==> src/rtl/iq_modu_pkg.sv <==
// Shared mode encoding and width helpers for the I/Q up-converter family.
package iq_modu_pkg;

    typedef enum logic [1:0] {
        MODE_IQ   = 2'b00,
        MODE_I    = 2'b01,
        MODE_BYP  = 2'b10,
        MODE_MUTE = 2'b11
    } mode_e;

    // Full-precision width of a signed a-bit by b-bit product.
    function automatic int unsigned prod_w(input int unsigned a, input int unsigned b);
        return a + b;
    endfunction

endpackage

==> src/rtl/iq_upconv_modu_if.sv <==
// Sample-stream bundle between the baseband source and the up-converter.
interface iq_upconv_modu_if #(
    parameter int unsigned DIN_W  = 16,
    parameter int unsigned LO_W   = 16,
    parameter int unsigned DOUT_W = 16
);

    logic                     in_valid;
    logic [1:0]               mode;
    logic signed [DIN_W-1:0]  i_in;
    logic signed [DIN_W-1:0]  q_in;
    logic signed [LO_W-1:0]   cos_in;
    logic signed [LO_W-1:0]   sin_in;
    logic                     sat_clr;
    logic signed [DOUT_W-1:0] y_out;
    logic                     out_valid;
    logic                     sat_flag;

    modport master (
        output in_valid, mode, i_in, q_in, cos_in, sin_in, sat_clr,
        input  y_out, out_valid, sat_flag
    );

    modport slave (
        input  in_valid, mode, i_in, q_in, cos_in, sin_in, sat_clr,
        output y_out, out_valid, sat_flag
    );

endinterface

==> src/rtl/round_sat.sv <==
// Round-half-up arithmetic right shift followed by saturation to OUT_W.
module round_sat #(
    parameter int unsigned IN_W  = 33,
    parameter int unsigned OUT_W = 16,
    parameter int unsigned SHIFT = 15
) (
    input  logic signed [IN_W-1:0]  din,
    output logic signed [OUT_W-1:0] dout,
    output logic                    ovf
);

    // One guard bit so adding the rounding half can never wrap.
    localparam int unsigned RW = IN_W + 1;

    localparam logic signed [OUT_W-1:0] MAX_V = {1'b0, {(OUT_W-1){1'b1}}};
    localparam logic signed [OUT_W-1:0] MIN_V = {1'b1, {(OUT_W-1){1'b0}}};

    logic signed [RW-1:0] ext_c;
    logic signed [RW-1:0] rnd_c;

    assign ext_c = RW'(din);

    // Add half an LSB of the result, then floor-shift: ties go toward +inf.
    generate
        if (SHIFT > 0) begin : g_rnd
            localparam logic signed [RW-1:0] HALF = RW'(1) << (SHIFT - 1);
            assign rnd_c = (ext_c + HALF) >>> SHIFT;
        end else begin : g_no_rnd
            assign rnd_c = ext_c;
        end
    endgenerate

    // Overflow when the bits above the output sign bit disagree with it.
    generate
        if (RW > OUT_W) begin : g_sat
            logic [RW-OUT_W:0] top_c;
            assign top_c = rnd_c[RW-1:OUT_W-1];
            assign ovf   = ~((&top_c) | ~(|top_c));
            assign dout  = ovf ? (rnd_c[RW-1] ? MIN_V : MAX_V) : rnd_c[OUT_W-1:0];
        end else begin : g_no_sat
            assign ovf  = 1'b0;
            assign dout = OUT_W'(rnd_c);
        end
    endgenerate

endmodule

==> src/rtl/iq_upconv_modu.sv <==
// Four-stage pipelined I/Q up-converter: y = I*cos - Q*sin, rounded and saturated.
module iq_upconv_modu
    import iq_modu_pkg::*;
#(
    parameter int unsigned DIN_W  = 16,
    parameter int unsigned LO_W   = 16,
    parameter int unsigned DOUT_W = 16,
    parameter int unsigned SHIFT  = 15
) (
    input  logic           clk_30p72MHz,
    input  logic           reset,
    iq_upconv_modu_if.slave bus
);

    localparam int unsigned P  = prod_w(DIN_W, LO_W);
    localparam int unsigned SW = P + 1;

    // Stage 1 registers
    logic                    v1;
    mode_e                   mode1;
    logic signed [DIN_W-1:0] i1;
    logic signed [DIN_W-1:0] q1;
    logic signed [LO_W-1:0]  cos1;
    logic signed [LO_W-1:0]  sin1;

    // Stage 2 registers
    logic                    v2;
    mode_e                   mode2;
    logic signed [DIN_W-1:0] i2;
    logic signed [P-1:0]     p0;
    logic signed [P-1:0]     p1;

    // Stage 3 registers
    logic                    v3;
    logic signed [SW-1:0]    s3;
    logic signed [SW-1:0]    s_nxt;

    // Stage 4 / output registers
    logic signed [DOUT_W-1:0] y_q;
    logic                     v_q;
    logic                     sat_q;
    logic signed [DOUT_W-1:0] r_c;
    logic                     ovf_c;

    // S1: capture the input sample with its mode and valid tag.
    always_ff @(posedge clk_30p72MHz) begin
        if (reset) begin
            v1    <= 1'b0;
            mode1 <= MODE_IQ;
            i1    <= '0;
            q1    <= '0;
            cos1  <= '0;
            sin1  <= '0;
        end else begin
            v1    <= bus.in_valid;
            mode1 <= mode_e'(bus.mode);
            i1    <= bus.i_in;
            q1    <= bus.q_in;
            cos1  <= bus.cos_in;
            sin1  <= bus.sin_in;
        end
    end

    // S2: full-precision signed products; I is carried along for bypass.
    always_ff @(posedge clk_30p72MHz) begin
        if (reset) begin
            v2    <= 1'b0;
            mode2 <= MODE_IQ;
            i2    <= '0;
            p0    <= '0;
            p1    <= '0;
        end else begin
            v2    <= v1;
            mode2 <= mode1;
            i2    <= i1;
            p0    <= P'(i1) * P'(cos1);
            p1    <= P'(q1) * P'(sin1);
        end
    end

    // S3 select: one extra bit so the full-scale difference cannot wrap.
    always_comb begin
        s_nxt = '0;
        case (mode2)
            MODE_IQ:  s_nxt = SW'(p0) - SW'(p1);
            MODE_I:   s_nxt = SW'(p0);
            MODE_BYP: s_nxt = SW'(i2) <<< SHIFT;
            default:  s_nxt = '0;
        endcase
    end

    // S3: register the mode-selected sum.
    always_ff @(posedge clk_30p72MHz) begin
        if (reset) begin
            v3 <= 1'b0;
            s3 <= '0;
        end else begin
            v3 <= v2;
            s3 <= s_nxt;
        end
    end

    round_sat #(
        .IN_W  (SW),
        .OUT_W (DOUT_W),
        .SHIFT (SHIFT)
    ) u_round_sat (
        .din  (s3),
        .dout (r_c),
        .ovf  (ovf_c)
    );

    // S4: output register holds on idle slots; a new saturation beats a clear.
    always_ff @(posedge clk_30p72MHz) begin
        if (reset) begin
            y_q   <= '0;
            v_q   <= 1'b0;
            sat_q <= 1'b0;
        end else begin
            v_q <= v3;
            if (v3) begin
                y_q <= r_c;
            end
            if (v3 && ovf_c) begin
                sat_q <= 1'b1;
            end else if (bus.sat_clr) begin
                sat_q <= 1'b0;
            end
        end
    end

    assign bus.y_out     = y_q;
    assign bus.out_valid = v_q;
    assign bus.sat_flag  = sat_q;

endmodule

==> src/flat_wrapper.sv <==
// flat-port wrapper written by rule: the top's interface ports become plain ports
module iq_upconv_modu_flat import iq_modu_pkg::*;
#(
    parameter int unsigned DIN_W  = 16,
    parameter int unsigned LO_W   = 16,
    parameter int unsigned DOUT_W = 16,
    parameter int unsigned SHIFT  = 15
)
  (clk_30p72MHz, reset, bus_in_valid, bus_mode, bus_i_in, bus_q_in, bus_cos_in, bus_sin_in, bus_sat_clr, bus_y_out, bus_out_valid, bus_sat_flag);
  iq_upconv_modu_if #(.DIN_W(DIN_W), .LO_W(LO_W), .DOUT_W(DOUT_W)) bus_i ();
  input  logic clk_30p72MHz;
  input  logic reset;
  input wire logic [$bits(bus_i.in_valid)-1:0] bus_in_valid;
  input wire logic [$bits(bus_i.mode)-1:0] bus_mode;
  input wire logic [$bits(bus_i.i_in)-1:0] bus_i_in;
  input wire logic [$bits(bus_i.q_in)-1:0] bus_q_in;
  input wire logic [$bits(bus_i.cos_in)-1:0] bus_cos_in;
  input wire logic [$bits(bus_i.sin_in)-1:0] bus_sin_in;
  input wire logic [$bits(bus_i.sat_clr)-1:0] bus_sat_clr;
  output wire logic [$bits(bus_i.y_out)-1:0] bus_y_out;
  output wire logic [$bits(bus_i.out_valid)-1:0] bus_out_valid;
  output wire logic [$bits(bus_i.sat_flag)-1:0] bus_sat_flag;
  assign bus_i.in_valid = bus_in_valid;
  assign bus_i.mode = bus_mode;
  assign bus_i.i_in = bus_i_in;
  assign bus_i.q_in = bus_q_in;
  assign bus_i.cos_in = bus_cos_in;
  assign bus_i.sin_in = bus_sin_in;
  assign bus_i.sat_clr = bus_sat_clr;
  assign bus_y_out = bus_i.y_out;
  assign bus_out_valid = bus_i.out_valid;
  assign bus_sat_flag = bus_i.sat_flag;
  iq_upconv_modu #(.DIN_W(DIN_W), .LO_W(LO_W), .DOUT_W(DOUT_W), .SHIFT(SHIFT)) u_core (.clk_30p72MHz(clk_30p72MHz), .reset(reset), .bus(bus_i));
endmodule
==> config.mk <==
export PLATFORM = sky130hd
export DESIGN_NAME = iq_upconv_modu_flat
export DESIGN_NICKNAME = d
export VERILOG_FILES = /design/src/rtl/iq_modu_pkg.sv /design/src/rtl/iq_upconv_modu_if.sv /design/src/rtl/round_sat.sv /design/src/rtl/iq_upconv_modu.sv /design/src/flat_wrapper.sv
export SDC_FILE = /design/constraint.sdc
export NUM_CORES = 2
export LEC_CHECK = 0
export ABC_AREA = 0
export ABC_CLOCK_PERIOD_IN_PS = 13910
export CAP_MARGIN = 20
export CORE_MARGIN = 2
export CORE_UTILIZATION = 41
export DETAILED_ROUTE_END_ITERATION = 10
export HOLD_SLACK_MARGIN = 0.05
export PLACE_DENSITY_LB_ADDON = 0.05
export SLEW_MARGIN = 20
export SYNTH_ARGS = -nofsm -noshare
export SYNTH_HDL_FRONTEND = slang
export SYNTH_SLANG_ARGS = --single-unit
==> constraint.sdc <==
create_clock -name clk_30p72MHz -period 13.91 [get_ports clk_30p72MHz]
set_input_delay 2.0865 -clock clk_30p72MHz [delete_from_list [all_inputs] [get_ports clk_30p72MHz]]
set_output_delay 2.0865 -clock clk_30p72MHz [all_outputs]
set_load 0.005 [all_outputs]
; Word-level counts from Yosys, hierarchy flattened
; Cells that the tools add are included.
; W data, S select, Z words.
[word_totals]
regBits = 202
in_bits = 70
output_inout_bits = 18
elab_cells = 35
[op_classes]
addsub = 2
mul = 2
eq_ne = 2
mux = 5
n_bitwise = 3
reduce_logical = 5
[ops]
columns = cell, count
row1 = $pmux W33 S3, 1
row2 = $mul A16 B16 Y32, 2
row3 = $add A33 B16 Y34 const B, 1
row4 = $sub A32 B32 Y33, 1
row5 = $mux W16, 2
row6 = $reduce_and A4 Y1, 1
row7 = $reduce_or A4 Y1, 1
row8 = $eq A2 B1 Y1 const B, 1
row9 = $eq A2 B2 Y1 const B, 1
row10 = $logic_not A2 Y1, 1
row11 = $mux W1, 2
row12 = $not A1 Y1, 2
row13 = $reduce_bool A2 Y1, 1
row14 = $logic_and A1 B1 Y1, 1
row15 = $or A1 B1 Y1, 1

; Logic depth before layout (Yosys ltp)
[logic_depth]
ltp_word = 7
ltp_mapped = 24
depth_no_buf = 22

; Modules after synthesis
; From an unflattened synthesis, not the netlist that was laid out.
[unflattened]
hier_cells = 3103
area_unflattened_um2 = 28140.7
[by_module_without_submodules]
columns = mod, instances, cells_each, area_per_inst_um2, seq_area_each_um2
row1 = iq_upconv_modu, 1, 2979, 27326.2, 4043.9
row2 = round_sat, 1, 124, 814.5, 0.0

; Least setup slack after synthesis
; Ideal clock, no wire load.
[synth_path]
path_kind = reg-to-reg
from = reg u_core.q1[15]
to = reg u_core.p1[29]
arrival_time_ps = 6314
t_required_ps = 13776
path_slack_ps = 7462
stages_incl_launch_ff = 24
path_buffers = 1
period_less_slack_ps = 6448
path_cell_list = dfxtp_1 > clkbuf_1 > nand2_1 > inv_1 > fa_1 > inv_1 > fa_1 > fa_1 > inv_1 > fa_1 > fa_1 > inv_1 > fa_1 > inv_1 > ha_1 > a21o_1 > a21o_1 > a21o_1 > a21o_1 > a221o_1 > a21o_1 > o31a_1 > nor4bb_1 > or4_1
[synth_between]
elab_chain_len = 1
[synth_lines]
columns = item, line_no
row1 = from (decl), iq_upconv_modu.sv:22  ; logic signed [DIN_W-1:0] q1;
row2 = from (signal assigned), iq_upconv_modu.sv:58  ; q1 <= bus.q_in;
row3 = $mul A16 B16 Y32, iq_upconv_modu.sv:77  ; p1 <= P'(q1) * P'(sin1);
row4 = to (signal assigned), iq_upconv_modu.sv:77
row5 = to (decl), iq_upconv_modu.sv:31  ; logic signed [P-1:0] p1;
; Every way passes these cells.
; A chain may end at the register's enable or synchronous reset.

; Final worst setup path
[layout_path]
from = reg u_core.i1[15]
to = reg u_core.p0[31]
[layout_between]
elab_chain_len = 1
[layout_lines]
columns = item, line_no
row1 = from (decl), iq_upconv_modu.sv:21  ; logic signed [DIN_W-1:0] i1;
row2 = from (signal assigned), iq_upconv_modu.sv:57  ; i1 <= bus.i_in;
row3 = $mul A16 B16 Y32, iq_upconv_modu.sv:76  ; p0 <= P'(i1) * P'(cos1);
row4 = to (signal assigned), iq_upconv_modu.sv:76
row5 = to (decl), iq_upconv_modu.sv:30  ; logic signed [P-1:0] p0;
; Every way passes these cells.

==> impl_results.rst <==
.. list-table::
   :header-rows: 1

   * - Metric
     - Value
   * - Status
     - complete, no violations
   * - Launching element type of the critical path
     - flop
   * - Signal arrival time at the worst endpoint
     - 7.62 ns
   * - RSZ-0062 raised after global routing
     - no
   * - # Post-CTS Setup Buffers
     - 0
   * - Number of antenna violations at the first check in global routing
     - 6
   * - First DRT Iteration DRCs
     - around 910
   * - Port buffer count
     - slightly below 90
   * - Critical register-to-register path endpoint
     - u_core.p0[31]
   * - Pwr per Cell Area
     - 117 nW/um^2
   * - Post-route setup TNS
     - 0 ns
   * - HPWL Detailed
     - 54300 um
   * - Critical path peak fanout
     - 17
   * - Register clock-pin slew on the reported worst setup and hold paths
     - 0.08 ns
   * - Clock tree from TritonCTS
     - yes
   * - Effective utilization at floorplan
     - 0.416
   * - Placement row count
     - 92
   * - Root buffer cell
     - clkbuf_16
   * - Delay contributed by the slowest stage of the critical path
     - 0.89 ns
   * - Number of nets in the synthesized netlist
     - 3634
   * - Total number of vias
     - 18200
   * - Sum of routed wire length over all layers
     - 66200 um
   * - Wire length of the first global-routing pass
     - 111000 um
   * - Post-synthesis cell type count
     - 57
   * - Cell with the biggest individual delay on the critical path
     - fa_1
   * - Number of warnings reported in the yosys synthesis log
     - 0
   * - Worst slew margin relative to its limit
     - 0.260
   * - H-tree depth reported by CTS
     - 4
   * - CP Class
     - flop to flop
   * - Maximum number of pins on one net before global-route repair
     - 118
   * - Measured slew at the worst slew-check pin
     - about 1.1 ns
   * - R2R Path Start
     - u_core.i1[15]
   * - Proportion of layout cells with a drive suffix above 1
     - 0.0139
   * - Layout Skew
     - 0.0211 ns
   * - Highest attainable clock frequency
     - 139 MHz
   * - Overflow left after global routing
     - 0
   * - Via-to-Cell Ratio
     - just under 5
   * - Post-detailed-route DRC marker count
     - 0
   * - NumNets Final
     - 3645
   * - Crit path to
     - u_core.p0[31]
   * - Final worst path period share
     - 0.518
   * - Number of enable-type register cells in the synthesized netlist
     - 0
   * - Post-Syn Instances
     - 2844
   * - Register-to-register setup slack
     - 6.70 ns
   * - Insertion delay of the later-clocked pin in the worst-skew pair
     - 0.49 ns
   * - Max-capacitance violation count
     - 0
   * - Synthesized area
     - about 26000 um^2
   * - TritonCTS Sinks
     - 188
   * - Required arrival time at the worst endpoint
     - 14.32 ns
   * - Worst Reg-to-Reg Cells
     - 20
   * - Per-cell routed wire length
     - 17.8 um
   * - FILL cells
     - 6222
   * - Routed Antenna Nets
     - 0
   * - Number of search-and-repair iterations in the first detailed-routing pass
     - 5
   * - Share of the yosys chip area belonging to registers
     - 0.143
   * - Fraction of synthesis flops using an asynchronous set or reset pin
     - 0
   * - Chip Height
     - 257 um
   * - Crit-path most repeated cell
     - fa_1
   * - Number of storage elements in the synthesis netlist
     - 188
   * - Top-level port count
     - roughly 90
   * - Static leakage
     - 14.0 nW
   * - Overall die area
     - 66200 um^2
   * - Hold buffers post-CTS
     - 0
   * - Signed area change from the synthesized netlist to the final layout
     - 8.21%
   * - # setup viols final
     - 0
   * - Area after detailed placement
     - 27900 um^2
   * - Maximum count of clock buffers along a single path
     - 2
   * - Series of cell instances along the critical path
     - nand2_1 -> inv_1 -> fa_1 -> fa_1 -> inv_1 -> fa_1 -> fa_1 -> fa_1 -> fa_1 -> inv_1 -> ha_1 -> a21o_1 -> a21oi_1 -> o21ai_0 -> a221o_1 -> nor2_1 -> o31a_1 -> a21oi_1 -> or3_1 -> a21oi_1
   * - Worst IR drop on VDD
     - about 0.086 mV
   * - Most used flip-flop cell after synthesis
     - dfxtp_1
   * - Critical Path Sink Type
     - flop
   * - TritonCTS Buffers
     - 17
   * - Post-route standard cell area excluding fillers
     - 28500 um^2
   * - PostCTS Resize Cnt
     - 0
   * - Global-route usage over all layers
     - 0.216
   * - Die width
     - 257 um
   * - Fin crit period
     - ~7.2 ns
   * - Number of global-route vias before repair
     - 20400
   * - Worst hold path type
     - flop to flop
   * - Final Wtd Congestion
     - 0.837
   * - Total count of hold-check failures in the final report
     - 0
   * - Count of final max-slew check failures
     - 0
   * - Mean cell area of the mapped netlist
     - 9.26 um^2
   * - Core area
     - 63300 um^2
   * - Worst Setup SP
     - u_core.i1[15]
critical path: cells and delay by family, from the launching register on:
kind / cells / cell delay, ns
buffers and inverters: 3 / 0.33
AO/OA/AOI/OAI: 7 / 1.30
flip-flops: 1 / 0.83
adder cells (fa/ha/maj): 7 / 3.82
AND/OR/NAND/NOR: 3 / 0.82
sequential cells by signal, summed over array words and instances, names as in the netlist:
name / cells
u_core.bus.y_out: 16
u_core.bus.out_valid: 1
u_core.mode1: 2
u_core.p0: 32
u_core.s3: 19
u_core.i2: 16
u_core.q1: 16
u_core.i1: 16
u_core.cos1: 16
u_core.mode2: 2
u_core.bus.sat_flag: 1
u_core.v1: 1
u_core.v2: 1
u_core.sin1: 16
u_core.p1: 32
u_core.v3: 1
cell type report:
type | instances | area [um^2] | share of cell area
tap | 846 | 1060 | 0.0372
clock inverter | 14 | 149 | 0.00523
sequential | 188 | 3760 | 0.132
antenna | 1 | 2.50 | 0.0000879
inverter | 621 | 2330 | 0.0818
timing repair buffer | 89 | 887 | 0.0311
multi-input combinational | 1938 | 19900 | 0.697
clock buffer | 18 | 429 | 0.0151
cell usage after synthesis, drive strengths merged (7+ instances only):
library cell | count | share of area
inv | 621 | 0.089
fa | 524 | 0.40
nand2 | 278 | 0.040
and2 | 259 | 0.062
ha | 196 | 0.093
dfxtp | 188 | 0.14
nor2 | 119 | 0.017
nor2b | 101 | 0.024
clkbuf | 93 | 0.013
a21oi | 64 | 0.012
xnor2 | 60 | 0.020
o21ai | 50 | 0.0096
xor2 | 35 | 0.012
a21o | 32 | 0.0091
nand3 | 21 | 0.0040
nor3 | 19 | 0.0036
o22ai | 19 | 0.0045
a211oi | 17 | 0.0050
nand2b | 17 | 0.0040
a31oi | 15 | 0.0036
and3 | 12 | 0.0029
o21a | 11 | 0.0031
o21bai | 9 | 0.0026
a211o | 7 | 0.0023
cell families (layout without fill, tap and decap cells):
family,Yosys count,in the layout,share of synthesized area
compound gates,265,265,0.0656
fa+ha+maj,720,720,0.492
other cells,0,1,0
flops,188,188,0.143
buf+inv,718,742,0.102
xor+xnor,95,95,0.0316
mux,3,3,0.00119
simple gates,855,855,0.165
power by group:
| part | leakage [nW] | switching (mW) | internal [mW] |
|---|---|---|---|
| Sequential | 1.56 | 0.119 | 0.641 |
| Clock | 0.277 | 0.244 | 0.239 |
| Combinational | 12.2 | 1.20 | 0.902 |
| Total | 14.0 | 1.56 | 1.78 |
placed cells by master, fill, tap and decap left out, types with 16 or more instances in the layout:
cell	count
inv_1	621
a211oi_1	16
xor2_1	35
o21ai_0	47
o22ai_1	19
nand3_1	21
a21o_1	32
nand2b_1	17
nor2b_1	101
clkbuf_16	17
a21oi_1	64
xnor2_1	60
fa_1	524
and2_1	259
dfxtp_1	188
nand2_1	278
ha_1	196
nor3_1	19
clkdlybuf4s50_1	86
nor2_1	119
per-layer routing:
layer | GRT usage | vias up | wire length (um)
li1 | - | 8575 | -
met1 | 0.306 | 9180 | 31800
met2 | 0.346 | 385 | 29800
met3 | 0.0338 | 54 | 3320
met4 | 0.0531 | 0 | 1300
met5 | 0 | - | 0
through the flow:
stage	cells	total power, mW	hold WS, ns	setup slack [ns]	util
6_report	3715	3.34	0.441	6.70	0.450
5_1_grt	3714	3.72	0.462	6.22	0.450
4_1_cts	3714	3.38	0.446	6.68	0.450
3_5_place_dp	3682	2.88	0.427	6.72	0.441
3_3_place_gp	3682	2.87	0.420	6.78	0.441
2_1_floorplan	2844	2.29	0.414	7.46	-
how the worst min path moves through the flow:
stage	start	cells past startpoint	slack (ns)	endpoint
after floorplan	u_core.mode1[0]	1	0.41	u_core.mode2[0]
after global placement	u_core.v2	1	0.42	u_core.v3
after detailed placement	u_core.v2	1	0.43	u_core.v3
after CTS	u_core.v2	1	0.45	u_core.v3
after global routing	u_core.v2	1	0.46	u_core.v3
final	u_core.v2	1	0.44	u_core.v3
No activity file was read; power rests on OpenSTA's default activity.
